`config.mk`:
```
export PLATFORM = sky130hd
export DESIGN_NAME = uart_rx_fifo
export DESIGN_NICKNAME = d
export VERILOG_FILES = /design/src/rtl/uart_rx_fifo.sv
export SDC_FILE = /design/constraint.sdc
export NUM_CORES = 1
export LEC_CHECK = 0
export CORE_AREA = 2 2 112 114
export DETAILED_ROUTE_END_ITERATION = 10
export DIE_AREA = 0 0 114 116
export PLACE_DENSITY = 0.66
export SKIP_CTS_REPAIR_TIMING = 1
export SLEW_MARGIN = 20
export SYNTH_ARGS = -nofsm -noshare
export SYNTH_HDL_FRONTEND = slang
export SYNTH_SLANG_ARGS = --single-unit
```
`constraint.sdc`:
```
create_clock -name clk -period 2.7 [get_ports clk]
set_input_delay 0.675 -clock clk [delete_from_list [all_inputs] [get_ports clk]]
set_output_delay 0.675 -clock clk [all_outputs]
set_load 0.005 [all_outputs]
```
`src/rtl/uart_rx_fifo.sv`:
```
// uart_rx_fifo: FWFT circular receive buffer with occupancy count and sticky overflow
module uart_rx_fifo #(
    parameter int DBITS      = 8,
    parameter int ADDR_WIDTH = 4
) (
    input  logic                  clk,
    input  logic                  reset,
    input  logic                  rx_done_tick,
    input  logic [DBITS-1:0]      rx_dout,
    input  logic                  rd_uart,
    input  logic                  clr_overflow,
    output logic [DBITS-1:0]      r_data,
    output logic                  rx_empty,
    output logic                  rx_full,
    output logic [ADDR_WIDTH:0]   count,
    output logic                  overflow
);
    localparam int DEPTH = 2 ** ADDR_WIDTH;

    logic [DBITS-1:0]      mem [DEPTH];
    logic [ADDR_WIDTH-1:0] wr_ptr, rd_ptr;
    logic [ADDR_WIDTH:0]   count_next;
    logic                  rd_ok, wr_ok;

    assign rd_ok  = rd_uart & ~rx_empty;
    assign wr_ok  = rx_done_tick & (~rx_full | rd_ok);
    assign r_data = mem[rd_ptr];

    // next occupancy: a simultaneous accepted read and write cancel out
    always_comb begin
        count_next = (wr_ok & ~rd_ok) ? count + (ADDR_WIDTH+1)'(1) :
                     (rd_ok & ~wr_ok) ? count - (ADDR_WIDTH+1)'(1) : count;
    end

    // storage is never cleared; only the pointers define what is valid
    always_ff @(posedge clk) begin
        if (!reset && wr_ok) mem[wr_ptr] <= rx_dout;
    end

    // pointers, registered flags and sticky overflow (set beats clear)
    always_ff @(posedge clk) begin
        if (reset) begin
            wr_ptr   <= '0;
            rd_ptr   <= '0;
            count    <= '0;
            rx_empty <= 1'b1;
            rx_full  <= 1'b0;
            overflow <= 1'b0;
        end else begin
            wr_ptr   <= wr_ok ? wr_ptr + ADDR_WIDTH'(1) : wr_ptr;
            rd_ptr   <= rd_ok ? rd_ptr + ADDR_WIDTH'(1) : rd_ptr;
            count    <= count_next;
            rx_empty <= count_next == '0;
            rx_full  <= count_next == (ADDR_WIDTH+1)'(DEPTH);
            overflow <= (rx_done_tick & rx_full & ~rd_ok) ? 1'b1 :
                        clr_overflow ? 1'b0 : overflow;
        end
    end
endmodule
```
==> summary.md, run 1 <==
| Metric | Value |
|---|---|
| Die Wd | `114 microns` |
| Post-synth EDFFs | `128` |
| Clock Sinks | `148` |
| CP bufs+invs | `2` |
| Vias per inst | `5.55` |
| Root buffer cell | `clkbuf_16` |
| Design area | `0.00719 sq mm` |
| 1st-pass router iterations | `4` |
| Unrepaired setup endpoints after global routing | `true` |
| Syn_nets | `318` |
| Num rows | `40` |
| Family with the most delay on the worst path | `multiplexers` |
| Worst slew margin | `62.2%` |
| I/O Buffers | `28` |
| All-Layer GR Usage | `18.8%` |
| Share of cells above drive strength 1 | `29.1%` |
| Insertion delay to the later sink of the worst-skew pair | `0.42 ns` |
| Hold Crit Class | `flop to flop` |
| Die ar. | `0.0132 sq mm` |
| Die height | `116 microns` |
| Core box area | `0.0119 sq mm` |
| Post-synthesis sequential area ratio | `71.9%` |
| Commonest non-fill, non-tap cells in the layout | `128 x edfxtp_1, 33 x mux4_2, 33 x nor2_1, 27 x buf_4, 20 x clkdlybuf4s50_1` |
| Inserted Diodes | `0` |
| Commonest non-fill, non-tap cell in the layout | `edfxtp_1` |
| Yosys top cell area share | `65.1%` |
| Setup CP Type | `flop to output pin` |
| Status | `finished, violations left` |
| NumNets Final | `389` |
| Vias in the first global route | `3014` |
| Pwr dens | `804 mW/mm^2` |
| Area of the multi-input gates | `0.00147 sq mm` |
| Top FF cell, synth | `edfxtp_1` |
| Fin cells | `529` |
| Placed Area | `0.00654 sq mm` |
| Gpl congestion | `0.851` |
| FF+latch count, synth | `148` |
| Vias | `2934` |
| DRC viols | `0` |
| Post-DP HPWL | `7070 microns` |
| H-Tree Depth | `4` |
| Placed Cells | `491` |
| Initial antenna violation count | `0` |
| Largest net degree at the start of global routing | `33` |
| Filler Cell Count | `872` |
| Peak Freq | `348 MHz` |
| Cells after synthesis | `298` |
| CP max stage cell | `mux4_2` |
| Syn_area_per_cell | `19.8 sq um` |
| Worst setup margin | `-0.170 ns` |
| CTS Buf Count | `17` |
| Hold slack | `0.506 ns` |
| Final Critical Period | `2.87 ns` |
| Distinct cell type count after synthesis | `35` |
| Crit end category | `output pin` |
| Layout area overhead | `21.7%` |
| Mapped Area | `0.00590 sq mm` |
| Max-slew violations | `0` |
| CTS tree | `done` |
| Peak VDD IR | `0.000394 V` |
| I/O Pins | `29` |
| CP max FO | `8` |
| Failing checks | `setup timing` |
| Clock-pin slew on the worst setup and hold paths | `0.05 ns` |
| Finish-stage setup viols | `8` |
| DRT iter0 DRCs | `219` |
| Synth warn | `0` |
| FF/Latch Area | `0.00425 sq mm` |
| Worst Tran Pin Value | `0.566 ns` |
| Arr. time, crit path | `2.19 ns` |
| Starting Density | `49.6%` |
| Tcrit/Tclk final | `106%` |
| CP Data Required Time | `2.03 ns` |
| Leakage | `2.44 nW` |
| Most used cell, CP | `mux4_2` |
| Final hold viol count | `0` |
| Clock Path Buffers | `2` |
| Async SR Flop Fraction | `0%` |
| WL/cell | `21.8 microns` |
| GR Overflow Total | `0` |
| Post-DRT Antenna Nets | `0` |
| Clock skew | `0.00976 ns` |
| MaxCap Viol Count | `0` |
| Routed WL | `11500 microns` |
| Most area-consuming cells after synthesis | `edfxtp_1 65%, mux4_1 11%, dfxtp_1 6.8%, mux4_2 6.1%, nor2_1 2.1%` |
| First-pass GRT wire length | `17200 microns` |
| Leading area contributor after synthesis | `edfxtp_1` |
| Worst path max stage delay | `0.53 ns` |
| Crit path cell chain | `clkbuf_16 -> mux4_2 -> mux4_2 -> buf_6` |
| Worst setup SP type | `flop` |
-- per-layer routing --
layer,track usage [%],wire length [microns],share of wire [%]
met5,0,0,0
met4,9.92,203,1.8
met3,5.23,772,6.7
met2,30.4,5810,50
met1,23.3,4740,41
-- final timing paths --
check | end | from | depth (start not counted) | slack (ns)
worst min register to register | overflow | overflow | 2 | 0.51
worst max-delay path | r_data[2] | flop | 4 | -0.17
worst max register to register | rx_empty | count[0] | 7 | 0.98
worst min-delay path | overflow | overflow | 2 | 0.51
-- tightest hold or removal path, cell delays in order (launching register included) --
cell     delay (ns)
dfxtp_1        0.34
a32oi_1        0.06
nor2_1         0.07
-- registers in the layout, summed over array words and instances (netlist names), named ones only --
| signal | cells |
|---|---|
| rx_empty | 1 |
| wr_ptr | 4 |
| rd_ptr | 4 |
| mem | 128 |
| overflow | 1 |
| count | 5 |
| rx_full | 1 |
-- cells in the mapped netlist (2+ instances only) --
cell type	number
inv_1	7
mux2i_1	2
mux4_2	16
clkbuf_1	3
edfxtp_1	128
nor2_1	33
ha_1	7
xnor2_1	3
dfxtp_1	20
buf_8	2
nor2b_1	2
nand3_1	4
a21oi_1	3
nand4_1	2
and2_1	2
buf_2	2
nand2_1	13
buf_1	4
xor2_1	6
mux4_1	24
-- area by class of cell --
class                           count  area share, %
Multi-Input combinational cell    130           20.5
Sequential cell                   148           59.1
Tap cell                          147           2.56
Clock buffer                       22           6.60
Clock inverter                     10           2.12
Timing Repair Buffer               65           8.76
Inverter                            7          0.366
-- cells by family after synthesis --
family | share of synthesized area (%)
DFF | 71.9
and+or+nand+nor | 4.54
muxes | 17.3
AOI/OAI and AO/OA | 1.36
buffers and inverters | 2.10
adders and majority gates | 1.48
xor gates and xnor gates | 1.34
-- report_power, final --
| group | switching (mW) | internal (mW) | total [mW] |
|---|---|---|---|
| registers | 0.0585 | 2.54 | 2.60 |
| logic | 0.303 | 0.427 | 0.730 |
| clock network | 0.839 | 1.61 | 2.45 |
| total | 1.20 | 4.58 | 5.78 |
-- through the flow --
stage / TNS (ns) / setup WS [ns] / util, % / power, mW
after floorplan: 0 / 0.462 / - / 3.06
after global placement: -0.175 / -0.0413 / 54.9 / 3.29
after detailed placement: -0.272 / -0.0565 / 54.9 / 3.30
after CTS: -3.91 / -0.511 / 60.2 / 5.75
after global routing: -1.69 / -0.243 / 60.3 / 5.97
final: -1.17 / -0.170 / 60.3 / 5.78
No activity file was read; power rests on OpenSTA's default activity.
==> run 2, diff against run 1 <==
--- a/config.mk
+++ b/config.mk
@@ -8,6 +8,7 @@
 export CORE_AREA = 2 2 112 114
 export DETAILED_ROUTE_END_ITERATION = 10
 export DIE_AREA = 0 0 114 116
+export GPL_TIMING_DRIVEN = 0
 export PLACE_DENSITY = 0.66
 export SKIP_CTS_REPAIR_TIMING = 1
 export SLEW_MARGIN = 20
==> summary.md, run 2 (same netlist as run 1, synthesis figures left out) <==
| Metric | Value |
|---|---|
| Layout area overhead | `21.0%` |
| Routed WL | `12200 microns (+6.3%)` |
| Failing checks | `setup timing` |
| Arr. time, crit path | `2.27 ns (+0.08 ns)` |
| Met2 wire len | `5860 microns (+0.86%)` |
| Worst Tran Pin Value | `0.753 ns (+0.187 ns)` |
| Clock Path Buffers | `2 (unchanged)` |
| CP max FO | `7 (-1)` |
| Inserted Diodes | `0 (unchanged)` |
| Leakage | `2.37 nW (-2.9%)` |
| Setup TNS Final | `-1.79 ns (-0.619 ns)` |
| Unrepaired setup endpoints after global routing | `true` |
| Max FFs per register | `128 (unchanged)` |
| Commonest non-fill, non-tap cell in the layout | `edfxtp_1` |
| Peak Freq | `340 MHz (-2.4%)` |
| Worst setup margin | `-0.242 ns (-0.0719 ns)` |
| Crit end category | `output pin` |
| Status | `finished, violations left` |
| CTS Buf Count | `17 (unchanged)` |
| I/O Buffers | `27 (-3.6%)` |
| Finished Core Util | `60.0% (-0.37 points)` |
| Die Wd | `114 microns (unchanged)` |
| Vias | `2973 (+1.3%)` |
| Hold Crit Class | `flop to flop` |
| Total power | `5.75 mW (-0.48%)` |
| Clock skew | `0.00765 ns (-0.00211 ns)` |
| Clock-pin slew on the worst setup and hold paths | `0.06 ns (about the same)` |
| Worst setup SP type | `flop` |
| GR Overflow Total | `0 (unchanged)` |
| Post-DP HPWL | `7240 microns (+2.4%)` |
| Pwr dens | `805 mW/mm^2 (+0.13%)` |
| Met3 WL | `677 microns (-12%)` |
| Finish-stage setup viols | `8 (unchanged)` |
| Vias per inst | `5.64 (+1.7%)` |
| Initial antenna violation count | `0 (unchanged)` |
| Starting Density | `49.6% (unchanged)` |
| Worst slew margin | `49.8% (-12 points)` |
| Core box area | `0.0119 sq mm (unchanged)` |
| Biggest register | `mem` |
| Commonest non-fill, non-tap cells in the layout | `128 x edfxtp_1, 33 x mux4_2, 19 x dfxtp_1, 19 x clkdlybuf4s50_1, 18 x clkbuf_16` |
| Root buffer cell | `clkbuf_16` |
| H-Tree Depth | `4 (unchanged)` |
| Tcrit/Tclk final | `109% (+2.7 points)` |
| Share of cells above drive strength 1 | `31.6% (+2.5 points)` |
| Hold slack | `0.495 ns (-0.0109 ns)` |
| Max-slew violations | `0 (unchanged)` |
| 1st-pass router iterations | `5 (+1)` |
| Final Critical Period | `2.94 ns (+0.0719 ns)` |
| DRC viols | `0 (unchanged)` |
| Final hold viol count | `0 (unchanged)` |
| Num rows | `40 (unchanged)` |
| First-pass GRT wire length | `17300 microns (+0.24%)` |
| CTS tree | `done` |
| Wl on met1 | `5440 microns (+15%)` |
| Post-DRT Antenna Nets | `0 (unchanged)` |
| CP Data Required Time | `2.03 ns (about the same)` |
| Largest net degree at the start of global routing | `17 (-48%)` |
| Max layer used | `met4` |
| WL/cell | `23.2 microns (+6.7%)` |
| I/O Pins | `29 (unchanged)` |
| Vias in the first global route | `2926 (-2.9%)` |
| Insertion delay to the later sink of the worst-skew pair | `0.42 ns (about the same)` |
| Die height | `116 microns (unchanged)` |
| Largest regs | `mem (128), count (5)` |
| Peak VDD IR | `0.000527 V (+34%)` |
| NumNets Final | `387 (-0.51%)` |
| Setup CP Type | `flop to output pin` |
| DRT iter0 DRCs | `303 (+38%)` |
| All-Layer GR Usage | `19.1% (+0.27 points)` |
| MaxCap Viol Count | `0 (unchanged)` |
| Clock Sinks | `148 (unchanged)` |
| Gpl congestion | `0.765 (-10%)` |
| Die ar. | `0.0132 sq mm (unchanged)` |
## run 2: changes by cell type in the layout (fill, tap and decap cells not counted), moves of 2 or more
cell | previous run | this run
buf_2 | 0 | 3
buf_4 | 27 | 16
clkbuf_1 | 2 | 4
clkbuf_2 | 5 | 7
clkbuf_8 | 3 | 0
clkinv_1 | 0 | 5
clkinv_2 | 5 | 3
dlymetal6s2s_1 | 2 | 0
nor2_1 | 33 | 17
nor2_2 | 0 | 16
## run 2: final cells by class
class	instances	area (sq um)
Buffer	12	114
Clock buffer	19	433
Clock inverter	13	140
Fill cell	876	4770
Inverter	7	26.3
Multi-Input combinational cell	130	1510
Sequential cell	148	4250
Tap cell	147	184
Timing Repair Buffer	51	488
## run 2: final timing paths
check           start        end  slack, ns  cells past startpoint
min reg2reg  overflow   overflow       0.50                      2
max              flop  r_data[6]      -0.24                      6
max reg2reg  rx_empty  mem[3][4]       0.48                      5
min          overflow   overflow       0.50                      2
## run 2: power breakdown
group	internal, mW	switching (mW)	leakage, nW
Clock	1.43	0.859	0.278
Combinational	0.518	0.355	0.779
Sequential	2.54	0.0475	1.32
Total	4.49	1.26	2.37
## run 2: worst max-delay path, stage by stage, from the launching register on
cell     delay, ns
dfxtp_2       0.33
buf_8         0.14
buf_12        0.14
buf_8         0.10
mux4_2        0.48
mux4_2        0.51
buf_6         0.14
## run 2: routing by layer
| metal | up-vias | track usage, % |
|---|---|---|
| li1 | 1328 | - |
| met1 | 1533 | 25.3 |
| met2 | 92 | 30.2 |
| met3 | 20 | 5.18 |
| met4 | 0 | 7.89 |
| met5 | - | 0 |
## run 2: metrics by stage
stage          setup WS, ns  instance area [sq um]  cells
6_report             -0.242                   7140    527
5_1_grt              -0.289                   7140    527
4_1_cts              -0.837                   6930    504
3_5_place_dp         -0.540                   6360    472
3_3_place_gp         -0.466                   6360    472
2_1_floorplan         0.462                   5900    298
==> run 3, diff against run 2 <==
--- a/config.mk
+++ b/config.mk
@@ -5,6 +5,7 @@
 export SDC_FILE = /design/constraint.sdc
 export NUM_CORES = 1
 export LEC_CHECK = 0
+export CAP_MARGIN = 20
 export CORE_AREA = 2 2 112 114
 export DETAILED_ROUTE_END_ITERATION = 10
 export DIE_AREA = 0 0 114 116
==> summary.md, run 3 (same netlist as run 1, synthesis figures left out) <==
| Metric | Value |
|---|---|
| Status | `finished, violations left` |
| Failing checks | `setup timing` |
| Leakage | `2.39 nW (+0.79%)` |
| Unrepaired setup endpoints after global routing | `true` |
| Post-DP HPWL | `7240 microns (unchanged)` |
| First-pass GRT wire length | `17300 microns (unchanged)` |
| Root buffer cell | `clkbuf_16` |
| Worst setup margin | `-0.234 ns (+0.00761 ns)` |
| Filler Cell Count | `878 (+0.23%)` |
| CTS Buf Count | `17 (unchanged)` |
| Biggest register | `mem` |
| Gpl congestion | `0.765 (unchanged)` |
| All-Layer GR Usage | `19.1% (unchanged)` |
| Fin cells | `530 (+0.57%)` |
| Finished Core Util | `60.2% (+0.24 points)` |
| Most used cell, CP | `mux4_2` |
| Die ar. | `0.0132 sq mm (unchanged)` |
| Placed Area | `0.00636 sq mm (unchanged)` |
| CP bufs+invs | `4 (unchanged)` |
| Worst setup SP type | `flop` |
| WL/cell | `23.1 microns (-0.72%)` |
| Die height | `116 microns (unchanged)` |
| CTS tree | `done` |
| Commonest non-fill, non-tap cell in the layout | `edfxtp_1` |
| Worst Tran Pin Value | `0.752 ns (-0.00149 ns)` |
| Design area | `0.00717 sq mm (+0.40%)` |
| Arr. time, crit path | `2.26 ns (about the same)` |
| Clock Power Share | `39.7% (about the same)` |
| CP Data Required Time | `2.03 ns (about the same)` |
| CP max FO | `6 (-1)` |
| H-Tree Depth | `4 (unchanged)` |
| Int Power | `4.49 mW (about the same)` |
| Peak Freq | `341 MHz (+0.26%)` |
| Sw Share | `21.8% (-0.14 points)` |
| Vias | `2974 (+0.034%)` |
| Core box area | `0.0119 sq mm (unchanged)` |
| Clock-pin slew on the worst setup and hold paths | `0.06 ns (about the same)` |
| Worst slew margin | `49.9% (+0.099 points)` |
| GR Overflow Total | `0 (unchanged)` |
| Total power | `5.74 mW (-0.11%)` |
| Setup CP Type | `flop to output pin` |
| I/O Pins | `29 (unchanged)` |
| I/O Buffers | `27 (unchanged)` |
| Num rows | `40 (unchanged)` |
| Clock skew | `0.00673 ns (-0.000919 ns)` |
| Comb pwr share | `15.2% (about the same)` |
| Net switching power | `1.25 mW (-0.75%)` |
| Clock Path Buffers | `2 (unchanged)` |
| Worst path max stage delay | `0.50 ns (about the same)` |
| Die Wd | `114 microns (unchanged)` |
| Setup TNS Final | `-1.75 ns (+0.0394 ns)` |
| Crit path cell chain | `buf_8 -> buf_12 -> buf_4 -> mux4_2 -> mux4_2 -> buf_6` |
| Crit end category | `output pin` |
| Clock Sinks | `148 (unchanged)` |
| Pwr dens | `801 mW/mm^2 (-0.51%)` |
| 1st-pass router iterations | `4 (-1)` |
| Area of the multi-input gates | `0.00151 sq mm (-0.33%)` |
| Vias per inst | `5.61 (-0.53%)` |
| CP max stage cell | `mux4_2` |
| Layout area overhead | `21.5%` |
| Vias in the first global route | `2926 (unchanged)` |
| Post-DRT Antenna Nets | `0 (unchanged)` |
| MaxCap Viol Count | `0 (unchanged)` |
| Peak VDD IR | `0.000521 V (-0.97%)` |
| Largest regs | `mem (128), count (5)` |
| Initial antenna violation count | `0 (unchanged)` |
| Finish-stage setup viols | `8 (unchanged)` |
| Tcrit/Tclk final | `109% (-0.28 points)` |
| Commonest non-fill, non-tap cells in the layout | `128 x edfxtp_1, 33 x mux4_2, 19 x nor2_1, 19 x dfxtp_1, 19 x clkdlybuf4s50_1` |
| Share of cells above drive strength 1 | `31.6% (about the same)` |
| Pre-CTS setup slack | `-0.540 ns (unchanged)` |
| Sequential power share | `45.0% (about the same)` |
| Max FFs per register | `128 (unchanged)` |
| Starting Density | `49.6% (unchanged)` |
| DRC viols | `0 (unchanged)` |
| DRT iter0 DRCs | `335 (+11%)` |
| Hold Crit Class | `flop to flop` |
| Largest net degree at the start of global routing | `17 (unchanged)` |
| Final Critical Period | `2.93 ns (-0.00761 ns)` |
| Placed Cells | `472 (unchanged)` |
| Max-slew violations | `0 (unchanged)` |
| Insertion delay to the later sink of the worst-skew pair | `0.42 ns (about the same)` |
| NumNets Final | `390 (+0.78%)` |
| FF/Latch Area | `0.00425 sq mm (unchanged)` |
| Hold slack | `0.495 ns (-0.0000110 ns)` |
| Family with the most delay on the worst path | `multiplexers` |
| Routed WL | `12200 microns (-0.16%)` |
| Inserted Diodes | `0 (unchanged)` |
| Final hold viol count | `0 (unchanged)` |
-- run 3: cell count changes in the layout (fill, tap and decap cells not counted) --
cell    change
buf_6       +3
nor2_1      +2
nor2_2      -2
-- run 3: path summary, 6_finish.rpt --
kind | startpoint | to | slack [ns] | cells after the start
setup / recovery | flop | r_data[7] | -0.23 | 6
hold / removal | overflow | overflow | 0.50 | 2
setup reg to reg | rx_empty | mem[0][1] | 0.44 | 6
hold reg to reg | overflow | overflow | 0.50 | 2
-- run 3: worst reg2reg max path, delay by kind of cell (launching register included) --
kind | cells | cell delay [ns]
AND/OR/NAND/NOR | 3 | 0.92
flip-flops | 1 | 0.33
AO/OA/AOI/OAI | 1 | 0.34
buffers and inverters | 2 | 0.40
-- run 3: layout make-up --
cell class	instances	share of cell area (%)
timing repair buffer	54	7.27
clock buffer	19	6.04
sequential	148	59.2
buffer	12	1.59
inverter	7	0.366
clock inverter	13	1.95
tap	147	2.56
multi-input combinational	130	21.0
-- run 3: power groups by stage --
stage	registers, mW	logic (mW)	clock network [mW]
floorplan	2.62	0.434	0
global placement	2.63	0.665	0
detailed placement	2.63	0.680	0
CTS	2.58	0.683	2.31
global route	2.59	0.939	2.39
finish	2.59	0.875	2.28
-- run 3: routing by layer --
layer	routed length (microns)	vias up	share of wire (%)	GRT usage (%)
li1	-	1334	-	-
met1	5380	1534	44	25.3
met2	5930	88	49	30.2
met3	684	18	5.6	5.18
met4	225	0	1.8	7.89
met5	0	-	0	0
